==> src/rtl/pipeline_skid_register_if.sv <==
// Handshake bundle between an upstream producer, the skid register and a downstream consumer.
interface pipeline_skid_register_if #(
  parameter int DATA_W = 101,
  parameter int CTRL_W = 3
);
  logic              in_valid;
  logic              in_ready;
  logic [DATA_W-1:0] in_data;
  logic [CTRL_W-1:0] in_ctrl;
  logic              out_valid;
  logic              out_ready;
  logic [DATA_W-1:0] out_data;
  logic [CTRL_W-1:0] out_ctrl;

  modport slave (
    input  in_valid, in_data, in_ctrl, out_ready,
    output in_ready, out_valid, out_data, out_ctrl
  );

  modport master (
    output in_valid, in_data, in_ctrl, out_ready,
    input  in_ready, out_valid, out_data, out_ctrl
  );
endinterface

==> src/rtl/pipeline_skid_register.sv <==
// Two-entry skid register between pipeline stages; in_ready depends only on registered state,
// plus a saturating counter of back-pressured cycles.
module pipeline_skid_register #(
  parameter int DATA_W = 101,
  parameter int CTRL_W = 3,
  parameter int CNT_W  = 16
) (
  input  logic                      clk,
  input  logic                      rst_n,
  input  logic                      flush,
  input  logic                      stat_clr,
  output logic [1:0]                occupancy,
  output logic [CNT_W-1:0]          stall_cnt,
  pipeline_skid_register_if.slave   bus
);

  typedef enum logic [1:0] {
    EMPTY = 2'd0,
    BUSY  = 2'd1,
    FULL  = 2'd2
  } state_t;

  state_t            state, state_nxt;
  logic [DATA_W-1:0] main_data, skid_data;
  logic [CTRL_W-1:0] main_ctrl, skid_ctrl;
  logic              in_fire, out_fire;
  logic              load_main, load_skid, move_skid;

  assign bus.in_ready  = (state != FULL);
  assign bus.out_valid = (state != EMPTY);
  assign bus.out_data  = main_data;
  // A bubble must never present a live control word (e.g. RegWrite).
  assign bus.out_ctrl  = bus.out_valid ? main_ctrl : '0;

  assign in_fire  = bus.in_valid & bus.in_ready;
  assign out_fire = bus.out_valid & bus.out_ready;

  always_comb begin
    state_nxt = state;
    load_main = 1'b0;
    load_skid = 1'b0;
    move_skid = 1'b0;
    if (flush) begin
      state_nxt = EMPTY;
    end else begin
      case (state)
        EMPTY: begin
          if (in_fire) begin
            load_main = 1'b1;
            state_nxt = BUSY;
          end
        end
        BUSY: begin
          if (in_fire && out_fire) begin
            load_main = 1'b1;
          end else if (in_fire) begin
            load_skid = 1'b1;
            state_nxt = FULL;
          end else if (out_fire) begin
            state_nxt = EMPTY;
          end
        end
        FULL: begin
          if (out_fire) begin
            move_skid = 1'b1;
            state_nxt = BUSY;
          end
        end
        default: state_nxt = EMPTY;
      endcase
    end
  end

  always_comb begin
    occupancy = 2'd0;
    case (state)
      EMPTY:   occupancy = 2'd0;
      BUSY:    occupancy = 2'd1;
      FULL:    occupancy = 2'd2;
      default: occupancy = 2'd0;
    endcase
  end

  always_ff @(posedge clk or negedge rst_n) begin
    if (!rst_n) begin
      state     <= EMPTY;
      main_data <= '0;
      main_ctrl <= '0;
      skid_data <= '0;
      skid_ctrl <= '0;
    end else begin
      state <= state_nxt;
      if (load_main) begin
        main_data <= bus.in_data;
        main_ctrl <= bus.in_ctrl;
      end else if (move_skid) begin
        main_data <= skid_data;
        main_ctrl <= skid_ctrl;
      end
      if (load_skid) begin
        skid_data <= bus.in_data;
        skid_ctrl <= bus.in_ctrl;
      end
    end
  end

  always_ff @(posedge clk or negedge rst_n) begin
    if (!rst_n) begin
      stall_cnt <= '0;
    end else if (stat_clr) begin
      stall_cnt <= '0;
    end else if (bus.out_valid && !bus.out_ready && (stall_cnt != '1)) begin
      stall_cnt <= stall_cnt + 1'b1;
    end
  end

endmodule

==> src/flat_wrapper.sv <==
// flat-port wrapper written by rule: the top's interface ports become plain ports
module pipeline_skid_register_flat 
#(
  parameter int DATA_W = 101,
  parameter int CTRL_W = 3,
  parameter int CNT_W  = 16
)
  (clk, rst_n, flush, stat_clr, occupancy, stall_cnt, bus_in_valid, bus_in_data, bus_in_ctrl, bus_out_ready, bus_in_ready, bus_out_valid, bus_out_data, bus_out_ctrl);
  pipeline_skid_register_if #(.DATA_W(DATA_W), .CTRL_W(CTRL_W)) bus_i ();
  input  logic clk;
  input  logic rst_n;
  input  logic flush;
  input  logic stat_clr;
  output logic [1:0] occupancy;
  output logic [CNT_W-1:0] stall_cnt;
  input wire logic [$bits(bus_i.in_valid)-1:0] bus_in_valid;
  input wire logic [$bits(bus_i.in_data)-1:0] bus_in_data;
  input wire logic [$bits(bus_i.in_ctrl)-1:0] bus_in_ctrl;
  input wire logic [$bits(bus_i.out_ready)-1:0] bus_out_ready;
  output wire logic [$bits(bus_i.in_ready)-1:0] bus_in_ready;
  output wire logic [$bits(bus_i.out_valid)-1:0] bus_out_valid;
  output wire logic [$bits(bus_i.out_data)-1:0] bus_out_data;
  output wire logic [$bits(bus_i.out_ctrl)-1:0] bus_out_ctrl;
  assign bus_i.in_valid = bus_in_valid;
  assign bus_i.in_data = bus_in_data;
  assign bus_i.in_ctrl = bus_in_ctrl;
  assign bus_i.out_ready = bus_out_ready;
  assign bus_in_ready = bus_i.in_ready;
  assign bus_out_valid = bus_i.out_valid;
  assign bus_out_data = bus_i.out_data;
  assign bus_out_ctrl = bus_i.out_ctrl;
  pipeline_skid_register #(.DATA_W(DATA_W), .CTRL_W(CTRL_W), .CNT_W(CNT_W)) u_core (.clk(clk), .rst_n(rst_n), .flush(flush), .stat_clr(stat_clr), .occupancy(occupancy), .stall_cnt(stall_cnt), .bus(bus_i));
endmodule
==> config.mk <==
export PLATFORM = sky130hd
export DESIGN_NAME = pipeline_skid_register_flat
export DESIGN_NICKNAME = d
export VERILOG_FILES = /design/src/rtl/pipeline_skid_register_if.sv /design/src/rtl/pipeline_skid_register.sv /design/src/flat_wrapper.sv
export SDC_FILE = /design/constraint.sdc
export NUM_CORES = 1
export LEC_CHECK = 0
export BUFFER_PORTS_ARGS = -buffer_cell sky130_fd_sc_hd__buf_2
export CAP_MARGIN = 0
export CORE_UTILIZATION = 47
export DETAILED_ROUTE_END_ITERATION = 7
export PLACE_DENSITY = 0.71
export RECOVER_POWER = 50
export SLEW_MARGIN = 20
export SYNTH_ARGS = -nofsm -noshare
export SYNTH_HDL_FRONTEND = slang
export SYNTH_SLANG_ARGS = --single-unit
==> constraint.sdc <==
create_clock -name clk -period 3.3 [get_ports clk]
set_input_delay 0.165 -clock clk [delete_from_list [all_inputs] [get_ports clk]]
set_output_delay 0.165 -clock clk [all_outputs]
set_load 0.005 [all_outputs]
==> flow_metrics.env <==
export IMPL_outcome="finished, final reports clean"
export IMPL_cts_sinks=226
export IMPL_synth_top_cell_area_share=0.580
export IMPL_rows=52
export IMPL_fin_nets=1232
export IMPL_finalCritPeriodShare=0.667
export IMPL_fillers=1614
export IMPL_ys_seq_area_frac=0.580
export IMPL_cap_viol_max_count=0
export IMPL_final_max_slew_viol_count=0
export IMPL_grt_busiest_layer="met2"
export IMPL_grt_ovfl_total=0
export IMPL_final_setup_viol_count=0
export IMPL_design_core_area_um2=20300
export IMPL_ios=234
export IMPL_worst_r2r_setup_slack_ns=1.10
export IMPL_path_clk_slew_ns=0.06
export IMPL_worst_setup_path_type="reg -> reg"
export IMPL_ys_warn_count=0
export IMPL_grt_max_degree=209
export IMPL_cellPowerDensity_nw_per_um2=599
export IMPL_multiInputGateArea_um2=3780
export IMPL_ctsHtreeMaxLevel=1
export IMPL_drc_errors=0
export IMPL_grt_pass1_wl_mm=37.6
export IMPL_finalHoldViolations=0
export IMPL_grt_usage=0.214
export IMPL_synthesis_nets=908
export IMPL_regArea_um2=5660
export IMPL_wl_mm=22.5
export IMPL_leakagePower_nw=5.56
export IMPL_fp_dieH_um=146
export IMPL_tritoncts="done"
export IMPL_initial_utilization=0.480
export IMPL_grtUsageMet2=0.365
export IMPL_synth_area_um2=9740
export IMPL_wire_per_inst_um=16.0
export IMPL_clock_fmax_ghz=0.454
export IMPL_port_buffer_count=233
export IMPL_via_per_inst=5.10
export IMPL_startpoint="u_core.state[1]$_DFFE_PN0P_"
export IMPL_r2r_end="u_core.bus.out_data[53]$_DFFE_PN0P_"
export IMPL_dieWidth_um=146
export IMPL_setup_tns_ns=0
export IMPL_total_power_mw=7.69
export IMPL_drtPass1Iterations=4
export IMPL_ys_types=37
export IMPL_ant_nets=0
export IMPL_cts_root_buf="clkbuf_16"
export IMPL_hpwl_mm=13.1
export IMPL_syn_instance_count=797
export IMPL_worst_pin_slew_ns=1.46
export IMPL_yosysTopAreaCell="dfrtp_1"
export IMPL_critPathCaptureType="register"
export IMPL_yosys_top_cells_area="dfrtp_1, mux2i_1, mux2_2, a21oi_1, nor2_1"
export IMPL_endpoint="u_core.bus.out_data[53]$_DFFE_PN0P_"
export IMPL_hold_path_class="in -> reg"
export IMPL_antenna_found_initial=0
export IMPL_r2r_start="u_core.state[1]$_DFFE_PN0P_"
export IMPL_cts_buffers_inserted=25
export IMPL_reg2reg_depth=5
export IMPL_met1_usage=0.274
export IMPL_cp_start_kind="register"
export IMPL_skew_ns=0.00911
export IMPL_syn_avg_cell_area_um2=12.2
export IMPL_clkLatencyLatePin_ns=0.50
export IMPL_route_vias_total=7175
export IMPL_clockBufferDepth=3
export IMPL_area_growth_pct=31.9
export IMPL_crit_fanout=208
export IMPL_place_gp_congestion=0.786
export IMPL_grtUsageMet3=0.0408
export IMPL_period_needed_ns=2.20
export IMPL_irDropWorstVdd_mv=0.392
export IMPL_drive_gt1_frac=0.250
export IMPL_ctsResizeCount=0
export IMPL_rsz0062_at_grt="false"
export IMPL_grt_pass1_vias=7497
export IMPL_antenna_cells=0
export IMPL_drt_iter0_drc=283
export IMPL_arrival_ns=2.53
export IMPL_synth_seq_cells=226
export IMPL_die_area_um2=21300
export IMPL_critPathRequiredTime_ns=3.63
export IMPL_relSlewSlack=0.0240
-- cells in the final DEF (no fill, tap or decap), types with 2 or more instances in the layout --
cell type	n
mux2i_1	105
and4_1	2
and3_1	2
or3_1	4
nor4_1	3
bufinv_16	2
o21ai_0	4
nor3_1	5
buf_12	3
mux2_1	36
buf_4	2
nand2b_1	4
dfrtp_1	226
clkbuf_1	79
nand4_1	3
or4_1	5
nand3_1	6
a211oi_1	2
nand2_1	7
mux2_2	74
nor2b_1	9
dlygate4sd3_1	107
inv_1	6
a21oi_1	114
nor2_1	112
buf_2	161
clkbuf_8	6
clkinv_2	4
o31ai_1	5
clkbuf_16	25
-- critical path, stage by stage (launching register included) --
cell,delay [ns]
dfrtp_1,0.44
nor3b_1,0.55
nand2_4,0.10
buf_12,0.23
nor2_1,0.30
a21oi_1,0.07
-- where the power goes --
group	switching, mW	total (mW)	internal, mW
clock	1.07	2.74	1.67
combinational	0.557	1.25	0.691
sequential	0.320	3.70	3.39
total	1.94	7.69	5.75
-- area by class of cell --
class / count / share of cell area
timing repair buffer: 348 / 0.175
sequential: 226 / 0.440
inverter: 6 / 0.00175
multi-input combinational: 514 / 0.294
clock inverter: 6 / 0.00623
clock buffer: 37 / 0.0568
tap: 270 / 0.0263
-- worst min-delay path by stage --
stage	startpoint	to	slack [ns]	cells after the start
after detailed placement	rst_n	u_core.stall_cnt[12]$_DFFE_PN0P_	0.25	1
final	stat_clr	u_core.stall_cnt[2]$_DFFE_PN0P_	0.09	2
after CTS	stat_clr	u_core.stall_cnt[2]$_DFFE_PN0P_	0.07	2
after global routing	stat_clr	u_core.stall_cnt[2]$_DFFE_PN0P_	0.09	2
after floorplan	rst_n	u_core.bus.out_data[0]$_DFFE_PN0P_	-0.13	0
after global placement	rst_n	u_core.skid_data[59]$_DFFE_PN0P_	0.26	1
-- state kept, by name, summed over array words and instances, names as in the netlist --
register	flops
u_core.skid_ctrl	3
u_core.main_ctrl	3
u_core.bus.out_data	101
u_core.state	2
u_core.stall_cnt	16
u_core.skid_data	101
-- layer usage --
metal / share of wire / wire length (um)
met3: 0.049 / 1110
met1: 0.43 / 9740
met4: 0.028 / 621
met2: 0.49 / 11100
met5: 0 / 0
-- cell usage after synthesis --
library cell    n
dfrtp_1       226
a21oi_1       114
nor2_1        112
mux2i_1       105
mux2_2         74
mux2_1         36
clkbuf_1       24
buf_2          14
nor2b_1         9
nand2_1         8
buf_8           7
nand3_1         6
buf_4           5
inv_1           5
nand2b_1        5
nor3_1          5
o31ai_1         5
or4_1           5
o21ai_0         4
or3_1           4
nand4_1         3
nor4_1          3
a211oi_1        2
and3_1          2
and4_1          2
a2bb2oi_1       1
and2_1          1
and2b_1         1
buf_1           1
ha_1            1
inv_2           1
nor3b_1         1
nor3b_2         1
nor4_4          1
nor4b_1         1
o21ba_2         1
o41ai_1         1
-- through the flow --
stage          hold slack (ns)   util  area [um^2]  setup WS (ns)  cells
2_1_floorplan           -0.131      -         9740           1.59    797
3_3_place_gp             0.259  0.546        11100           1.27   1257
3_5_place_dp             0.253  0.546        11100           1.21   1257
4_1_cts                 0.0653  0.639        13000           1.19   1407
5_1_grt                 0.0867  0.633        12900          0.720   1407
6_report                0.0850  0.633        12900           1.10   1407
-- cell families (layout without fill, tap and decap cells) --
group | count (synthesis) | count (layout) | synth area share
AO/OA/AOI/OAI | 128 | 128 | 0.0688
adder cells (fa/ha/maj) | 1 | 1 | 0.00128
AND/OR/NAND/NOR | 170 | 170 | 0.0808
multiplexers | 215 | 215 | 0.235
buffers and inverters | 57 | 397 | 0.0338
flip-flops | 226 | 226 | 0.580
-- timing repair --
item | in CTS | in global routing
endpoints found under the hold margin | 299 | 0
buffers inserted | 0 | 0
hold buffers | 107 | 0
endpoints found under the setup margin | 0 | 0
No activity file was read; power rests on OpenSTA's default activity.
